## src/rtl/spi_xfer_arbiter.sv

```systemverilog
// Round-robin arbiter sharing one SPI master between NUM_REQ byte-transfer clients.
// Sequences the controller register bus for the winner and returns its RX byte and status.
module spi_xfer_arbiter #(
  parameter int NUM_REQ = 4,
  parameter int TIMEOUT = 1024
) (
  input  logic                 clk,
  input  logic                 reset,
  input  logic [NUM_REQ-1:0]   req,
  input  logic [NUM_REQ-1:0]   req_lsb_first,
  input  logic [8*NUM_REQ-1:0] req_clk_div,
  input  logic [8*NUM_REQ-1:0] req_wdata,
  output logic [NUM_REQ-1:0]   gnt,
  output logic [NUM_REQ-1:0]   done,
  output logic                 err,
  output logic [7:0]           rdata,
  output logic                 busy,
  output logic                 spi_cs_n,
  output logic [7:0]           spi_reg_addr,
  output logic                 spi_reg_write,
  output logic [7:0]           spi_reg_wdata,
  input  logic [7:0]           spi_reg_rdata,
  input  logic                 spi_ready
);

  localparam int IW = (NUM_REQ > 1) ? $clog2(NUM_REQ) : 1;
  localparam int CW = $clog2(TIMEOUT);
  localparam logic [NUM_REQ-1:0] ONE = NUM_REQ'(1);

  typedef enum logic [3:0] {
    IDLE, WR_DIV, WR_TX, WR_EN, WAIT_BSY, WAIT_RDY, RD_RX, WR_DIS, DONE
  } state_t;

  state_t        state, nxt_state;
  logic [IW-1:0] idx, nxt_idx, win_idx, rr_ptr;
  logic [IW:0]   cand;
  logic          win_found;
  logic [CW-1:0] cnt;
  logic          tmo;
  logic          nxt_write;
  logic [7:0]    nxt_addr, nxt_wdata;

  // First requester at or after the round-robin pointer, wrapping.
  always_comb begin
    win_idx   = '0;
    win_found = 1'b0;
    cand      = '0;
    for (int k = 0; k < NUM_REQ; k++) begin
      cand = {1'b0, rr_ptr} + (IW+1)'(k);
      if (cand >= (IW+1)'(NUM_REQ)) cand = cand - (IW+1)'(NUM_REQ);
      if (!win_found && req[cand[IW-1:0]]) begin
        win_found = 1'b1;
        win_idx   = cand[IW-1:0];
      end
    end
  end

  // NOTE: every signal driven here gets a default first, so no path can infer a latch.
  always_comb begin
    nxt_state = state;
    nxt_idx   = idx;
    tmo       = 1'b0;
    unique case (state)
      IDLE:     if (win_found) begin
                  nxt_state = WR_DIV;
                  nxt_idx   = win_idx;
                end
      WR_DIV:   nxt_state = WR_TX;
      WR_TX:    nxt_state = WR_EN;
      WR_EN:    nxt_state = WAIT_BSY;
      WAIT_BSY: if (!spi_ready) nxt_state = WAIT_RDY;
                else if (cnt == CW'(TIMEOUT-1)) begin
                  nxt_state = WR_DIS;
                  tmo       = 1'b1;
                end
      WAIT_RDY: if (spi_ready) nxt_state = RD_RX;
                else if (cnt == CW'(TIMEOUT-1)) begin
                  nxt_state = WR_DIS;
                  tmo       = 1'b1;
                end
      RD_RX:    nxt_state = WR_DIS;
      WR_DIS:   nxt_state = DONE;
      DONE:     nxt_state = IDLE;
      default:  nxt_state = IDLE;
    endcase
  end

  // NOTE: bus outputs are decoded from the next state and registered, so each
  // register access is presented glitch-free for exactly the cycle of its state.
  always_comb begin
    nxt_write = 1'b0;
    nxt_addr  = 8'h00;
    nxt_wdata = 8'h00;
    case (nxt_state)
      WR_DIV: begin nxt_write = 1'b1; nxt_addr = 8'h10; nxt_wdata = req_clk_div[8*nxt_idx +: 8]; end
      WR_TX:  begin nxt_write = 1'b1; nxt_addr = 8'h08; nxt_wdata = req_wdata[8*nxt_idx +: 8]; end
      WR_EN:  begin
                nxt_write = 1'b1;
                nxt_addr  = 8'h00;
                nxt_wdata = {5'b0, req_lsb_first[nxt_idx], 2'b11};
              end
      RD_RX:  nxt_addr = 8'h0C;
      WR_DIS: begin nxt_write = 1'b1; nxt_addr = 8'h00; nxt_wdata = 8'h02; end
      default: ;
    endcase
  end

  // NOTE: sequential state uses non-blocking assignments only.
  always_ff @(posedge clk or posedge reset) begin
    if (reset) begin
      state         <= IDLE;
      idx           <= '0;
      rr_ptr        <= '0;
      cnt           <= '0;
      err           <= 1'b0;
      rdata         <= 8'h00;
      spi_reg_write <= 1'b0;
      spi_reg_addr  <= 8'h00;
      spi_reg_wdata <= 8'h00;
    end else begin
      state         <= nxt_state;
      idx           <= nxt_idx;
      spi_reg_write <= nxt_write;
      spi_reg_addr  <= nxt_addr;
      spi_reg_wdata <= nxt_wdata;
      if ((nxt_state == WAIT_BSY || nxt_state == WAIT_RDY) && nxt_state != state) cnt <= '0;
      else if (state == WAIT_BSY || state == WAIT_RDY) cnt <= cnt + 1'b1;
      if (state == IDLE && win_found) err <= 1'b0;
      else if (tmo) err <= 1'b1;
      if (state == RD_RX) rdata <= spi_reg_rdata;
      if (state == DONE) rr_ptr <= (idx == IW'(NUM_REQ-1)) ? '0 : idx + 1'b1;
    end
  end

  assign busy     = (state != IDLE);
  assign spi_cs_n = (state == IDLE) || (state == DONE);
  assign gnt      = busy ? (ONE << idx) : '0;
  assign done     = (state == DONE) ? (ONE << idx) : '0;

endmodule
```

## config.mk

```make
export PLATFORM = sky130hd
export DESIGN_NAME = spi_xfer_arbiter
export DESIGN_NICKNAME = d
export VERILOG_FILES = /design/src/rtl/spi_xfer_arbiter.sv
export SDC_FILE = /design/constraint.sdc
export NUM_CORES = 1
export LEC_CHECK = 0
export ABC_AREA = 1
export CORE_MARGIN = 2
export CORE_UTILIZATION = 44
export CTS_BUF_LIST = sky130_fd_sc_hd__clkbuf_8
export DETAILED_ROUTE_END_ITERATION = 6
export PLACE_DENSITY = 0.85
export SYNTH_ARGS = -nofsm -noshare
export SYNTH_HDL_FRONTEND = slang
export SYNTH_SLANG_ARGS = --single-unit
```

## constraint.sdc

```tcl
create_clock -name clk -period 2.7 [get_ports clk]
set_clock_uncertainty 0.2 [all_clocks]
set_input_delay 0.405 -clock clk [delete_from_list [all_inputs] [get_ports clk]]
set_output_delay 0.405 -clock clk [all_outputs]
set_load 0.005 [all_outputs]
```

==> results of run 1 <==
[sequential cells by signal, indices dropped and copies added (netlist names)]
signal and flops:
rr_ptr 2, spi_reg_addr 3, cnt 10, spi_reg_write 1
state 4, idx 2, err 1, spi_reg_wdata 8
rdata 8
[worst reg2reg max path, stage by stage (launching register included)]
cell and delay (ns):
dfrtp_1 0.47, nor2_1 0.25, inv_1 0.13, nor2_4 0.24
nand2_2 0.15, nand2_4 0.21, nand2_4 0.18, o21ai_0 0.12
nand2_1 0.09, nand2_1 0.07, nand2_1 0.05, nor2_1 0.11
[through the flow]
| step | utilization, % | cell area [um2] | setup WS, ns | cells | hold WS [ns] |
|---|---|---|---|---|---|
| final | 65.20 | 4093 | 0.1249 | 589 | 0.3083 |
| after global routing | 65.20 | 4093 | -0.004117 | 589 | 0.3264 |
| after CTS | 65.12 | 4088 | 0.09694 | 589 | 0.3096 |
| after detailed placement | 63.72 | 4000 | 0.1827 | 582 | 0.2929 |
| after global placement | 63.72 | 4000 | 0.2552 | 582 | 0.2870 |
| after floorplan | - | 2838 | 0.7717 | 401 | 0.2880 |
[layer usage]
metal	share of wire (%)	vias to the layer above	global-route usage, %
li1	-	1480	-
met1	40	1346	25.45
met2	51	102	38.53
met3	7.5	13	5.638
met4	2.2	0	7.625
met5	0	-	0
[where the power goes]
| group | internal (W) | total (W) | switching [W] | leakage, nW |
|---|---|---|---|---|
| Sequential | 0.000803 | 0.000960 | 0.000157 | 0.499 |
| Clock | 0.000200 | 0.000391 | 0.000191 | 0.0470 |
| Combinational | 0.00112 | 0.00263 | 0.00151 | 1.48 |
[Yosys cell counts, types with 5 or more instances]
master / count / area, um2
a21oi_1: 10 / 50.05
buf_4: 7 / 52.55
dfrtp_1: 39 / 975.9
ha_1: 5 / 62.56
inv_1: 35 / 131.4
mux2_2: 8 / 90.09
mux2i_1: 8 / 80.08
nand2_1: 116 / 435.4
nand2_2: 12 / 75.07
nand3_1: 29 / 145.1
nand4_1: 11 / 68.82
nor2_1: 55 / 206.5
o21ai_0: 10 / 50.05
o21ai_1: 6 / 30.03
xor2_1: 5 / 43.79
[logic make-up (layout without fill, tap and decap cells)]
logic type / count (synthesis) / in the layout / synth area share [%]
compound gates: 29 / 29 / 5.453
xor+xnor: 9 / 9 / 2.792
fa+ha+maj: 5 / 5 / 2.216
buf+inv: 56 / 167 / 9.752
flops: 39 / 39 / 34.57
mux: 16 / 16 / 6.029
other cells: 1 / 5 / 0.1329
simple gates: 242 / 242 / 39.05
[path summary, 6_finish.rpt]
| path | start | to | slack, ns | cells past startpoint |
|---|---|---|---|---|
| worst max-delay path | state[1]$_DFF_PP0_ | done[3] | 0.12 | 6 |
| worst min-delay path | rdata[3]$_DFFE_PP0N_ | rdata[3]$_DFFE_PP0N_ | 0.31 | 1 |
| worst max register to register | state[3]$_DFF_PP0_ | spi_reg_wdata[5]$_DFF_PP0_ | 0.36 | 11 |
| worst min register to register | rdata[3]$_DFFE_PP0N_ | rdata[3]$_DFFE_PP0N_ | 0.31 | 1 |
| max in group asynchronous | reset | spi_reg_wdata[6]$_DFF_PP0_ | 1.62 | 3 |
| min in group asynchronous | reset | rdata[3]$_DFFE_PP0N_ | 0.33 | 3 |
[layout make-up]
type	count	area, um2
fillers	575	2185
multi-input cells	306	1592
repair buffers	120	1184
flip-flops and latches	39	975.9
inverters	40	157.7
well taps	77	96.34
clock buffers	6	82.58
clock inverters	1	5.005
==> results.md, run 1 <==
* Fin nets at 600
* Asr flop ratio synth at 100.0%
* First-pass GRT wire length at 12.65 mm
* Die X at 84.10 um
* Max Cap Viol at 0
* Area growth from synthesis to layout at 44.99%
* Crit path kind: reg2out
* Slowest CP cell: clkdlybuf4s50_1
* Die height at around 84 um
* Initial antenna violation count at 0
* Cell area after synthesis at 2823 um2
* Leak at 2.029 nW
* Synth Warn # at 0
* # hold bufs at CTS at 0
* Most common cell after layout, fill and taps aside: nand2_1
* Power per cell area at 973.1 nW/um2
* Clk sinks at 39
* Ys flop type: dfrtp_1
* Largest buffer count on any clock path at 2
* Layout cells sized above 1 at 10.35%
* Register area share after synthesis at 34.57%
* Drt drc at 0
* Core Area at between 6000 and 7000 um2
* Minimum clock period after layout at 2.575 ns
* First-pass DRT Iterations at 4
* Final ANT Viol Nets at 0
* Most frequent cells in the layout: 114 x nand2_1, 113 x clkdlybuf4s50_1, 55 x nor2_1
* Crit path largest cell delay at 0.51 ns
* Average size of a mapped cell at 7.110 um2
* Outcome: complete, no violations
* CTS H-tree lvls at 2
* Tot Pwr at 0.003983 W
* DP HPWL at 5.805 mm
* N_diodes at 0
* Crit end category: output port
* Post-synth EDFFs at 0
* Cts repair resizes at 0
* Starting Density at roughly 45%
* Initial DRC Count at 175
* GRT Util Overall at between 20% and 30%
* Worst Setup Start Kind: register
* Crit path top cell by count: nor2_1
* Total CTS buffers at 5
* I/O Pins at 119
* Worst path cell trace: nor2_1 -> inv_1 -> nor2_1 -> nand2_2 -> nor2_1 -> clkdlybuf4s50_1
* Hold Violations, Final at 0
* Setup bufs post-CTS at 0
* Top cell family by delay on the critical path: simple AND/OR/NAND/NOR gates
* Setup TNS at 0 ns
* Worst Hold Class: reg2reg
* Arr. time, crit path at 1.97 ns
* Total die area at between 7000 and 8000 um2
* Final period util at 95.37%
* CTS tree: built
* Worst-skew pair later-pin latency at 0.29 ns
* Largest net degree at the start of global routing at 40
* Synth cell types at 36
* Routability Congestion at 0.8312
* Synth Register Bits at 39
* Maximum clock rate at slightly below 400 MHz
* Vias in the first global route at 2,933
* Clock transition at path regs at roughly 0.07 ns
* Global route total overflow at 0
* PortBufs at around 110
* Clock root buffer: clkbuf_8
* CP Max Fanout at 8
* Final Max Tran Viols at 0
* Post-Synthesis Cells at 397
* VDD IR max at 0.5243 mV
* Final setup violation count at 0
* CP Data Required Time at 2.10 ns
* WL/cell at 12.62 um
* Via/cell ratio at ~5
* Num rows at 29
* Drt total wl at about 7.4 mm
* Vias at 2,941
* Worst Path Buf+Inv at 2
(Power assumes the default switching activity.)
==> run 2, diff against run 1 <==
- CORE_ASPECT_RATIO: not set -> 0.5
==> run 2 against run 1 <==
Compared with the run above: clock power rose by 33%; cell count rose by 2.0%; core utilization rose by 2.6 points; wire length rose by 1.3%; via count fell by 0.27%; largest cell class unchanged.
==> results.md, run 2 (synthesis gave the netlist of run 1 again) <==
* Final ANT Viol Nets at 0 (unchanged)
* Routability Congestion at 0.8804 (+5.9%)
* Met3 routed WL at 369 um (-34%)
* Clock power frac at 12.5% (+2.7 points)
* Die X at 117.3 um (+39%)
* Critical Path Source: state[1]$_DFF_PP0_
* Drt drc at 0 (unchanged)
* CTS tree: built
* Maximum clock rate at 391.4 MHz (+0.78%)
* Reg2reg setup slack at 0.33 ns (-0.03 ns)
* Minimum clock period after layout at 2.555 ns (-0.01991 ns)
* Crit Reg-Reg Startpoint: cnt[0]$_DFFE_PP0P_
* Worst Setup Start Kind: register
* GRT Util Overall at 22.37% (+0.54 points)
* Dpl cells at 593 (+1.9%)
* Worst-skew pair later-pin latency at 0.30 ns (about the same)
* Most frequent cells in the layout: 114 x nand2_1, 113 x clkdlybuf4s50_1, 53 x nor2_1
* Crit end category: output port
* Largest net degree at the start of global routing at 40 (unchanged)
* Total die area at 7111 um2 (+0.55%)
* Via/cell ratio at 4.880 (-2.3%)
* Pint at 0.002236 W (+5.2%)
* Psw at 0.001906 W (+2.6%)
* Outcome: complete, no violations
* Fillers at 486 (-15%)
* Crit path kind: reg2out
* Final Max Tran Viols at 0 (unchanged)
* Top reg by flops: cnt
* Register area at 975.9 um2 (unchanged)
* Num rows at 20 (-31%)
* Combinational share of power at 64.3% (-1.8 points)
* Clock transition at path regs at 0.08 ns (about the same)
* Vias at 2,933 (-0.27%)
* Area growth from synthesis to layout at 47.21%
* I/O Pins at 119 (unchanged)
* Clock root buffer: clkbuf_8
* Power per cell area at 996.8 nW/um2 (+2.4%)
* Vias in the first global route at 2,662 (-9.2%)
* Number of cells in the finished layout apart from fillers at 601 (+2.0%)
* Largest buffer count on any clock path at 2 (unchanged)
* First-pass DRT Iterations at 6 (+2)
* Crit path capture: done[0]
* N_diodes at 0 (unchanged)
* Max Cap Viol at 0 (unchanged)
* Starting Density at 46.04% (+1.1 points)
* Worst Reg2Reg Path Length in Cells at 11 (unchanged)
* Critical R2R Capture: cnt[1]$_DFFE_PP0P_
* VDD IR max at 0.5124 mV (-2.3%)
* Global route total overflow at 0 (unchanged)
* Layout cells sized above 1 at 10.92% (+0.56 points)
* # hold bufs at CTS at 0 (unchanged)
* Total CTS buffers at 5 (unchanged)
* CP Max Fanout at 8 (unchanged)
* WL/cell at 12.52 um (-0.77%)
* Largest registers: cnt x10, rdata x8, spi_reg_wdata x8
* Die height at 60.64 um (-28%)
* Uppermost layer routed: met4
* Hold Violations, Final at 0 (unchanged)
* Max FFs per register at 10 (unchanged)
* CTS H-tree lvls at 2 (unchanged)
* Final setup violation count at 0 (unchanged)
* PortBufs at 113 (unchanged)
* Area of the multi-input gates at 1607 um2 (+0.94%)
* DP HPWL at 5.710 mm (-1.6%)
* Fin nets at 600 (unchanged)
* Most common cell after layout, fill and taps aside: nand2_1
* Leak at 2.056 nW (+1.3%)
* Initial antenna violation count at 0 (unchanged)
* DRT met1 WL at 3.297 mm (+12%)
* Setup bufs post-CTS at 0 (unchanged)
* Flop pwr share at 23.2% (-0.9 points)
* Core Area at 6131 um2 (-2.3%)
* Worst Hold Class: reg2reg
* Arr. time, crit path at 1.95 ns (-0.02 ns)
* First-pass GRT wire length at 12.52 mm (-1.0%)
* Met2 routed WL at 3.793 mm (+0.74%)
* Clk sinks at 39 (unchanged)
* Drt total wl at 7.524 mm (+1.3%)
* Final period util at 94.64% (-0.74 points)
* Utilization after layout at 67.78% (+2.6 points)
* CP Data Required Time at 2.10 ns (about the same)
* Net Sw Frac at 46.01% (-0.64 points)
* Setup TNS at 0 ns (unchanged)
* Initial DRC Count at 156 (-11%)
run 2: area by class of cell:
type                       count  area share [%]
tap                           88           2.650
sequential                    39           23.49
inverter                      40           3.794
multi-input combinational    306           38.66
timing repair buffer         120           28.49
clock buffer                   6           1.987
clock inverter                 2          0.9335
run 2: what timing repair did:
item                                    CTS  global route
gates resized for setup                   2             4
endpoints found under the setup margin    4             9
hold endpoints to repair                  0             0
run 2: power groups by stage:
stage / registers [W] / logic, W / clock network (W)
after floorplan: 0.000938 / 0.00181 / 0
after CTS: 0.000953 / 0.00264 / 0.000524
after global placement: 0.000950 / 0.00256 / 0
after detailed placement: 0.000960 / 0.00261 / 0
after global routing: 0.000988 / 0.00299 / 0.000548
final: 0.000960 / 0.00266 / 0.000519
run 2: critical path: stages (launching register included):
cell             delay (ns)
dfrtp_1                0.44
nor2_2                 0.17
inv_1                  0.13
nor2_4                 0.16
nand2_4                0.10
nor2_1                 0.13
clkdlybuf4s50_1        0.52
run 2: worst min path at each step:
stage	from	to	slack (ns)	cells after the start
after floorplan	err$_DFFE_PP0P_	err$_DFFE_PP0P_	0.29	2
after global placement	rdata[4]$_DFFE_PP0N_	rdata[4]$_DFFE_PP0N_	0.29	1
after detailed placement	rdata[2]$_DFFE_PP0N_	rdata[2]$_DFFE_PP0N_	0.30	1
after CTS	rdata[2]$_DFFE_PP0N_	rdata[2]$_DFFE_PP0N_	0.32	1
after global routing	rdata[2]$_DFFE_PP0N_	rdata[2]$_DFFE_PP0N_	0.32	1
final	rdata[6]$_DFFE_PP0N_	rdata[6]$_DFFE_PP0N_	0.31	1
run 2: layer usage:
layer,GRT usage [%],up-vias
li1,-,1478
met1,30.73,1362
met4,3.866,0
met2,38.18,84
met3,4.096,9
met5,0,-
run 2: through the flow:
step | worst slack, ns | power [W] | hold slack (ns) | cell area (um2)
2_1_floorplan | 0.7717 | 0.002746 | 0.2880 | 2838
3_3_place_gp | 0.2679 | 0.003509 | 0.2868 | 4014
3_5_place_dp | 0.1934 | 0.003569 | 0.2971 | 4014
4_1_cts | 0.07254 | 0.004114 | 0.3162 | 4140
5_1_grt | -0.01443 | 0.004526 | 0.3235 | 4155
6_report | 0.1448 | 0.004142 | 0.3134 | 4155
